===== config.mk =====
export PLATFORM = sky130hd
export DESIGN_NAME = fir_tap_sequencer
export DESIGN_NICKNAME = d
export VERILOG_FILES = /design/src/rtl/fir_tap_sequencer.sv
export SDC_FILE = /design/constraint.sdc
export NUM_CORES = 2
export LEC_CHECK = 0
export ABC_AREA = 0
export BUFFER_PORTS_ARGS = -buffer_cell sky130_fd_sc_hd__clkbuf_2
export CELL_PAD_IN_SITES_DETAIL_PLACEMENT = 0
export CELL_PAD_IN_SITES_GLOBAL_PLACEMENT = 2
export CORE_MARGIN = 1.5
export CORE_UTILIZATION = 42
export DETAILED_ROUTE_END_ITERATION = 6
export PLACE_DENSITY_LB_ADDON = 0.1
export SETUP_SLACK_MARGIN = 0.3
export SLEW_MARGIN = 20
export SYNTH_ARGS = -nofsm -noshare
export SYNTH_HDL_FRONTEND = slang
export SYNTH_SLANG_ARGS = --single-unit

===== constraint.sdc =====
create_clock -name clk -period 8.9 [get_ports clk]
set_input_delay 0.89 -clock clk [delete_from_list [all_inputs] [get_ports clk]]
set_output_delay 0.89 -clock clk [all_outputs]
set_load 0.005 [all_outputs]

===== src/rtl/fir_tap_sequencer.sv =====
// -----------------------------------------------------------------------------
// fir_tap_sequencer
//
// Time-multiplexed stereo FIR controller. Each accepted sample is written into
// its channel's circular delay line, then one shared multiply-accumulate is
// stepped over NUM_TAPS taps using coefficients from an external synchronous
// ROM. The rounded, saturated result is held on the output until taken.
//
// Ports
//   clk            clock
//   rst            synchronous reset, active-high
//   s_axis_tdata   input sample (signed)
//   s_axis_tvalid  input valid
//   s_axis_tready  input ready, high only while idle
//   s_axis_tlast   channel select of the input sample (0 = L, 1 = R)
//   m_axis_tdata   filtered sample (signed)
//   m_axis_tvalid  output valid
//   m_axis_tready  downstream ready
//   m_axis_tlast   channel of the held result
//   coef_addr      coefficient ROM address (tap index)
//   coef_data      coefficient ROM data, one cycle after coef_addr
//   busy           high whenever not idle
//
// state    | meaning
// ---------+--------------------------------------------------------------
// ST_CLEAR | zero one entry of both delay lines per cycle (NUM_TAPS cycles)
// ST_IDLE  | ready for a sample; on handshake store it and start the MAC
// ST_MAC   | one tap per cycle: address ROM, fetch delay-line sample
// ST_DRAIN | accumulate the last product, register rounded result
// ST_OUT   | result valid and held until downstream takes it
// -----------------------------------------------------------------------------
module fir_tap_sequencer #(
   parameter int DATA_WIDTH = 24,
   parameter int COEF_WIDTH = 16,
   parameter int COEF_FRAC  = 15,
   parameter int NUM_TAPS   = 32,
   parameter int ADDR_WIDTH = 5,
   parameter int ACC_WIDTH  = 48
) (
   input  logic                  clk,
   input  logic                  rst,
   input  logic [DATA_WIDTH-1:0] s_axis_tdata,
   input  logic                  s_axis_tvalid,
   output logic                  s_axis_tready,
   input  logic                  s_axis_tlast,
   output logic [DATA_WIDTH-1:0] m_axis_tdata,
   output logic                  m_axis_tvalid,
   input  logic                  m_axis_tready,
   output logic                  m_axis_tlast,
   output logic [ADDR_WIDTH-1:0] coef_addr,
   input  logic [COEF_WIDTH-1:0] coef_data,
   output logic                  busy
);

   typedef enum logic [2:0] {
      ST_CLEAR = 3'd0,
      ST_IDLE  = 3'd1,
      ST_MAC   = 3'd2,
      ST_DRAIN = 3'd3,
      ST_OUT   = 3'd4
   } state_t;

   localparam logic [ADDR_WIDTH-1:0] ONE_A  = {{(ADDR_WIDTH-1){1'b0}}, 1'b1};
   localparam logic [ADDR_WIDTH-1:0] LAST_K = {ADDR_WIDTH{1'b1}};

   // Round-half-up constant and output saturation limits, all at accumulator width.
   localparam logic signed [ACC_WIDTH-1:0] RND =
      {{(ACC_WIDTH-1){1'b0}}, 1'b1} << (COEF_FRAC-1);
   localparam logic signed [ACC_WIDTH-1:0] SAT_MAX =
      {{(ACC_WIDTH-DATA_WIDTH+1){1'b0}}, {(DATA_WIDTH-1){1'b1}}};
   localparam logic signed [ACC_WIDTH-1:0] SAT_MIN =
      {{(ACC_WIDTH-DATA_WIDTH+1){1'b1}}, {(DATA_WIDTH-1){1'b0}}};

   state_t state_q, state_d;

   logic [ADDR_WIDTH-1:0]       k_q, k_d;
   logic [ADDR_WIDTH-1:0]       clr_cnt_q, clr_cnt_d;
   logic                        ch_q, ch_d;
   logic signed [ACC_WIDTH-1:0] acc_q, acc_d;
   logic [DATA_WIDTH-1:0]       samp_q, samp_d;
   logic                        mac_v_q, mac_v_d;
   logic [ADDR_WIDTH-1:0]       wr_ptr_q [2];
   logic [ADDR_WIDTH-1:0]       wr_ptr_d [2];
   logic [DATA_WIDTH-1:0]       tdata_q, tdata_d;
   logic                        tlast_q, tlast_d;

   logic [DATA_WIDTH-1:0]       line_q [2][NUM_TAPS];

   logic                        accept;
   logic [ADDR_WIDTH-1:0]       rd_idx;
   logic [DATA_WIDTH-1:0]       rd_sample;
   logic signed [ACC_WIDTH-1:0] samp_ext;
   logic signed [ACC_WIDTH-1:0] coef_ext;
   logic signed [ACC_WIDTH-1:0] prod_ext;
   logic signed [ACC_WIDTH-1:0] acc_sum;
   logic signed [ACC_WIDTH-1:0] acc_rnd;
   logic signed [ACC_WIDTH-1:0] acc_shr;
   logic [DATA_WIDTH-1:0]       sat_result;

   assign accept = (state_q == ST_IDLE) && s_axis_tvalid;

   // Tap k reads the sample written k samples ago; modular wrap is free at ADDR_WIDTH.
   assign rd_idx    = wr_ptr_q[ch_q] - k_q;
   assign rd_sample = line_q[ch_q][rd_idx];

   // samp_q and coef_data both refer to the tap addressed in the previous cycle.
   assign samp_ext = {{(ACC_WIDTH-DATA_WIDTH){samp_q[DATA_WIDTH-1]}}, samp_q};
   assign coef_ext = {{(ACC_WIDTH-COEF_WIDTH){coef_data[COEF_WIDTH-1]}}, coef_data};
   assign prod_ext = samp_ext * coef_ext;
   assign acc_sum  = acc_q + prod_ext;
   assign acc_rnd  = acc_sum + RND;
   assign acc_shr  = acc_rnd >>> COEF_FRAC;

   always_comb begin
      if (acc_shr > SAT_MAX) begin
         sat_result = SAT_MAX[DATA_WIDTH-1:0];
      end else if (acc_shr < SAT_MIN) begin
         sat_result = SAT_MIN[DATA_WIDTH-1:0];
      end else begin
         sat_result = acc_shr[DATA_WIDTH-1:0];
      end
   end

   // ---------------------------------------------------------------- state register
   always_ff @(posedge clk) begin
      if (rst) begin
         state_q <= ST_CLEAR;
      end else begin
         state_q <= state_d;
      end
   end

   // ---------------------------------------------------------------- next state
   always_comb begin
      state_d = state_q;
      case (state_q)
         ST_CLEAR: if (clr_cnt_q == '0)     state_d = ST_IDLE;
         ST_IDLE:  if (s_axis_tvalid)       state_d = ST_MAC;
         ST_MAC:   if (k_q == LAST_K)       state_d = ST_DRAIN;
         ST_DRAIN:                          state_d = ST_OUT;
         ST_OUT:   if (m_axis_tready)       state_d = ST_IDLE;
         default:                           state_d = ST_CLEAR;
      endcase
   end

   // ---------------------------------------------------------------- outputs
   always_comb begin
      s_axis_tready = 1'b0;
      m_axis_tvalid = 1'b0;
      busy          = 1'b1;
      case (state_q)
         ST_IDLE: begin
            s_axis_tready = 1'b1;
            busy          = 1'b0;
         end
         ST_OUT:  m_axis_tvalid = 1'b1;
         default: ;
      endcase
   end

   assign m_axis_tdata = tdata_q;
   assign m_axis_tlast = tlast_q;
   // k_q is left at its final value after MAC, so the address holds outside MAC.
   assign coef_addr    = k_q;

   // ---------------------------------------------------------------- datapath
   always_comb begin
      k_d       = k_q;
      clr_cnt_d = clr_cnt_q;
      ch_d      = ch_q;
      acc_d     = acc_q;
      samp_d    = samp_q;
      mac_v_d   = (state_q == ST_MAC);
      wr_ptr_d  = wr_ptr_q;
      tdata_d   = tdata_q;
      tlast_d   = tlast_q;
      case (state_q)
         ST_CLEAR: begin
            if (clr_cnt_q != '0) clr_cnt_d = clr_cnt_q - ONE_A;
         end
         ST_IDLE: begin
            if (accept) begin
               ch_d  = s_axis_tlast;
               acc_d = '0;
               k_d   = '0;
            end
         end
         ST_MAC: begin
            samp_d = rd_sample;
            if (k_q != LAST_K) k_d = k_q + ONE_A;
            // First MAC cycle has no fetched tap yet.
            if (mac_v_q) acc_d = acc_sum;
         end
         ST_DRAIN: begin
            acc_d   = acc_sum;
            tdata_d = sat_result;
            tlast_d = ch_q;
         end
         ST_OUT: begin
            if (m_axis_tready) wr_ptr_d[ch_q] = wr_ptr_q[ch_q] + ONE_A;
         end
         default: ;
      endcase
   end

   always_ff @(posedge clk) begin
      if (rst) begin
         k_q         <= '0;
         clr_cnt_q   <= LAST_K;
         ch_q        <= 1'b0;
         acc_q       <= '0;
         samp_q      <= '0;
         mac_v_q     <= 1'b0;
         wr_ptr_q[0] <= '0;
         wr_ptr_q[1] <= '0;
         tdata_q     <= '0;
         tlast_q     <= 1'b0;
      end else begin
         k_q         <= k_d;
         clr_cnt_q   <= clr_cnt_d;
         ch_q        <= ch_d;
         acc_q       <= acc_d;
         samp_q      <= samp_d;
         mac_v_q     <= mac_v_d;
         wr_ptr_q[0] <= wr_ptr_d[0];
         wr_ptr_q[1] <= wr_ptr_d[1];
         tdata_q     <= tdata_d;
         tlast_q     <= tlast_d;
      end
   end

   // Delay lines carry no reset; CLEAR walks every entry after each reset.
   always_ff @(posedge clk) begin
      if (state_q == ST_CLEAR) begin
         line_q[0][clr_cnt_q] <= '0;
         line_q[1][clr_cnt_q] <= '0;
      end else if (accept) begin
         line_q[s_axis_tlast][wr_ptr_q[s_axis_tlast]] <= s_axis_tdata;
      end
   end

endmodule


==> flow_summary.yaml <==
finish:
  seq_area_um2: 48600
  drive_above_1_share: 0.188
  nets: 7568
  multi_input_area_um2: 40000
  nFillCells: 19088
  syn2layout_area_growth_pct: 12.1
timing:
  slew-limit-headroom: 0.225
  hold_viol_final: 0
  setup_viol: 0
  fmax_ghz: 0.121
  rsz0062_at_grt: "no"
  slew_viol_final: 0
  skew_ps: 58.7
  tightestPinTransition_ps: 1160
  tns_ps: 0
  fin_crit_ps: 8290
  post-route-period-util: 0.931
global_routing:
  grt_pass1_wl_mm: 401
  grt_pass1_vias: 56382
  overflow: 0
  grt_usage: 0.247
  grt_max_degree: 101
  antenna_found_initial: 6
worst_setup_path:
  required_ps: 9570
  cpMostUsedCell: "fa_1"
  r2r_end: "m_axis_tdata[4]"
  setup.worst_path.start_class: "flop"
  ff2ff_path_depth: 28
  r2r_setup_slack_ps: 610
  worstReg2RegStart: "samp_q[17]"
  cp_slowest_cell: "fa_1"
  path_depth: 28
  crit_buf_inv: 7
  critPathKind: "reg -> reg"
  cp_max_fo: 23
  critPathTopFamily: "adder cells"
  max_stage_delay_ps: 620
  crit_path_end_kind: "flop"
  arrival_ps: 8960
outcome:
  status: "finished, final reports clean"
clock_network:
  cts_tree: "built"
  cts_buffers: 185
  clk_latency_ps: 850
  cts_max_path_buffers: 3
  htree_levels: 4
  holdBufCountCts: 0
  cts.sinks: 1659
  path_clk_slew_ps: 60
  root_buffer: "clkbuf_16"
min_path:
  hold_path.class: "in -> reg"
  holdPathEnd: "state_q[2]"
  whs_path_depth: 3
  min_from: "m_axis_tready"
logic_synthesis:
  netlist_instances: 6843
  synth_fp_nets: 7483
  ys.flop_type: "edfxtp_1"
  yosys_warnings: 0
  synth-seq-cells: 1659
  synth_edf_count: 1536
  postSynthAreaPerCell_um2: 13.5
  netlist_area_um2: 92200
  synthArstFlopShare: 0
  synth_cell_types: 84
  ys_seq_area_frac: 0.527
drt:
  drt-pass1-iter-count: 7
  wl_mm: 271
  antenna_left: 0
  viasPerCell: 5.41
  vias: 53821
  avgRoutedWirePerCell_um: 27.3
  drt_iter0_drc: 4307
  drc: 0
floorplanning:
  io_pins: 78
  die_h_um: 472
  num_rows: 171
  die-area_um2: 222000
  die_w_um: 472
  start_util: 0.424
  coreArea_um2: 218000
place:
  dp_hpwl_mm: 178
  place.gp.congestion: 0.850
  port_buffers: 77
power_and_ir_drop:
  peakVddDrop_mv: 0.165
  power_leakage_nw: 37.5
  power.density_nw_per_um2: 159
  total_power_w: 0.0164
flow_run:
  cap_violations: 0
## cell families after synthesis
kind of cell / share of synthesized area
AOI/OAI and AO/OA: 0.0268
and+or+nand+nor: 0.156
xor gates and xnor gates: 0.00779
buffers and inverters: 0.0444
muxes: 0.121
adders and majority gates: 0.117
DFF: 0.527
## per-stage QoR
stage                     cell area (um2)  instances  utilization  hold slack, ps  setup slack, ps
after floorplan                     92200       6843            -             453              547
after detailed placement            97400       9589        0.448             475             -310
final                              103000       9941        0.475             413              610
after global placement              97400       9589        0.447             451             -293
after global routing               103000       9938        0.475             406              210
after CTS                          103000       9933        0.474             352              321
## state kept, by name, indices dropped and copies added, names as in the netlist, named ones only
signal        cells
mac_v_q           1
m_axis_tdata     24
samp_q           24
state_q           3
ch_q              1
coef_addr         5
wr_ptr_q         10
line_q         1536
acc_q            48
m_axis_tlast      1
clr_cnt_q         5
## cells in the mapped netlist (58+ instances only)
cell type,count,area share
clkbuf_1,473,0.019
nand2_1,410,0.017
a21oi_1,105,0.0057
inv_1,528,0.021
mux4_2,486,0.12
edfxtp_1,1536,0.50
and2_1,1718,0.12
buf_1,65,0.0026
o21ai_0,105,0.0057
xnor2_1,58,0.0055
dfxtp_1,123,0.027
fa_1,451,0.098
nor2_1,206,0.0084
nand3_1,85,0.0046
ha_1,144,0.020
## worst register-to-register path: cells and delay by family (launching register included)
family | cells | cell delay (ps)
adders and majority gates | 7 | 3400
AOI/OAI and AO/OA | 10 | 2550
buffers and inverters | 7 | 870
xor gates and xnor gates | 2 | 500
DFF | 1 | 570
and+or+nand+nor | 2 | 260
## repair_timing
action                     in CTS  in global routing
gates resized for setup         5                 24
buffers inserted                2                  4
setup endpoints to repair      23                 23
pin swaps                       1                  4
## per-layer routing
layer,up-vias,part of all wire,GRT usage
li1,23895,-,-
met1,28462,0.44,0.343
met2,1207,0.50,0.419
met3,257,0.043,0.0279
met4,0,0.020,0.0512
met5,-,0,0
## where the power goes
group          internal, W  switching, W
Clock              0.00410       0.00331
Sequential         0.00848     0.0000181
Combinational     0.000134      0.000363
Total               0.0127       0.00369
## placed cells by master, fill, tap and decap left out, types with 7 or more instances in the layout
| master | n |
|---|---|
| a21o_1 | 13 |
| a21oi_1 | 103 |
| a221o_1 | 27 |
| a22oi_1 | 42 |
| and2_1 | 1718 |
| and3_1 | 12 |
| and4_1 | 16 |
| buf_12 | 10 |
| buf_4 | 365 |
| bufinv_16 | 7 |
| clkbuf_1 | 49 |
| clkbuf_16 | 186 |
| clkbuf_2 | 76 |
| clkinv_1 | 47 |
| clkinv_16 | 7 |
| clkinv_2 | 25 |
| clkinvlp_4 | 8 |
| dfxtp_1 | 107 |
| dfxtp_2 | 13 |
| edfxtp_1 | 1536 |
| fa_1 | 450 |
| ha_1 | 143 |
| inv_1 | 528 |
| mux2i_1 | 12 |
| mux4_2 | 486 |
| nand2_1 | 410 |
| nand2b_1 | 11 |
| nand3_1 | 84 |
| nand4_1 | 12 |
| nor2_1 | 191 |
| nor2_2 | 9 |
| nor2b_1 | 8 |
| nor3_1 | 16 |
| nor3b_1 | 7 |
| o21ai_0 | 40 |
| o21ai_2 | 64 |
| or3_1 | 8 |
| xnor2_1 | 55 |
| xor2_1 | 21 |
## area by class of cell
| class | count | area share |
|---|---|---|
| Multi-Input combinational cell | 4103 | 0.387 |
| Clock buffer | 237 | 0.0471 |
| Antenna cell | 4 | 0.0000969 |
| Tap cell | 2854 | 0.0346 |
| Timing Repair Buffer | 451 | 0.0321 |
| Clock inverter | 105 | 0.00904 |
| Sequential cell | 1659 | 0.470 |
| Inverter | 528 | 0.0192 |
## how the worst max path moves through the flow
stage | to | slack [ps] | start
floorplan | m_axis_tdata[14] | 550 | coef_data[5]
global placement | m_axis_tdata[9] | -290 | coef_data[8]
detailed placement | m_axis_tdata[9] | -310 | coef_data[4]
CTS | m_axis_tdata[4] | 320 | samp_q[5]
global route | m_axis_tdata[5] | 210 | samp_q[6]
finish | m_axis_tdata[4] | 610 | samp_q[17]
Note: power is estimated with default switching activity, not from simulation.
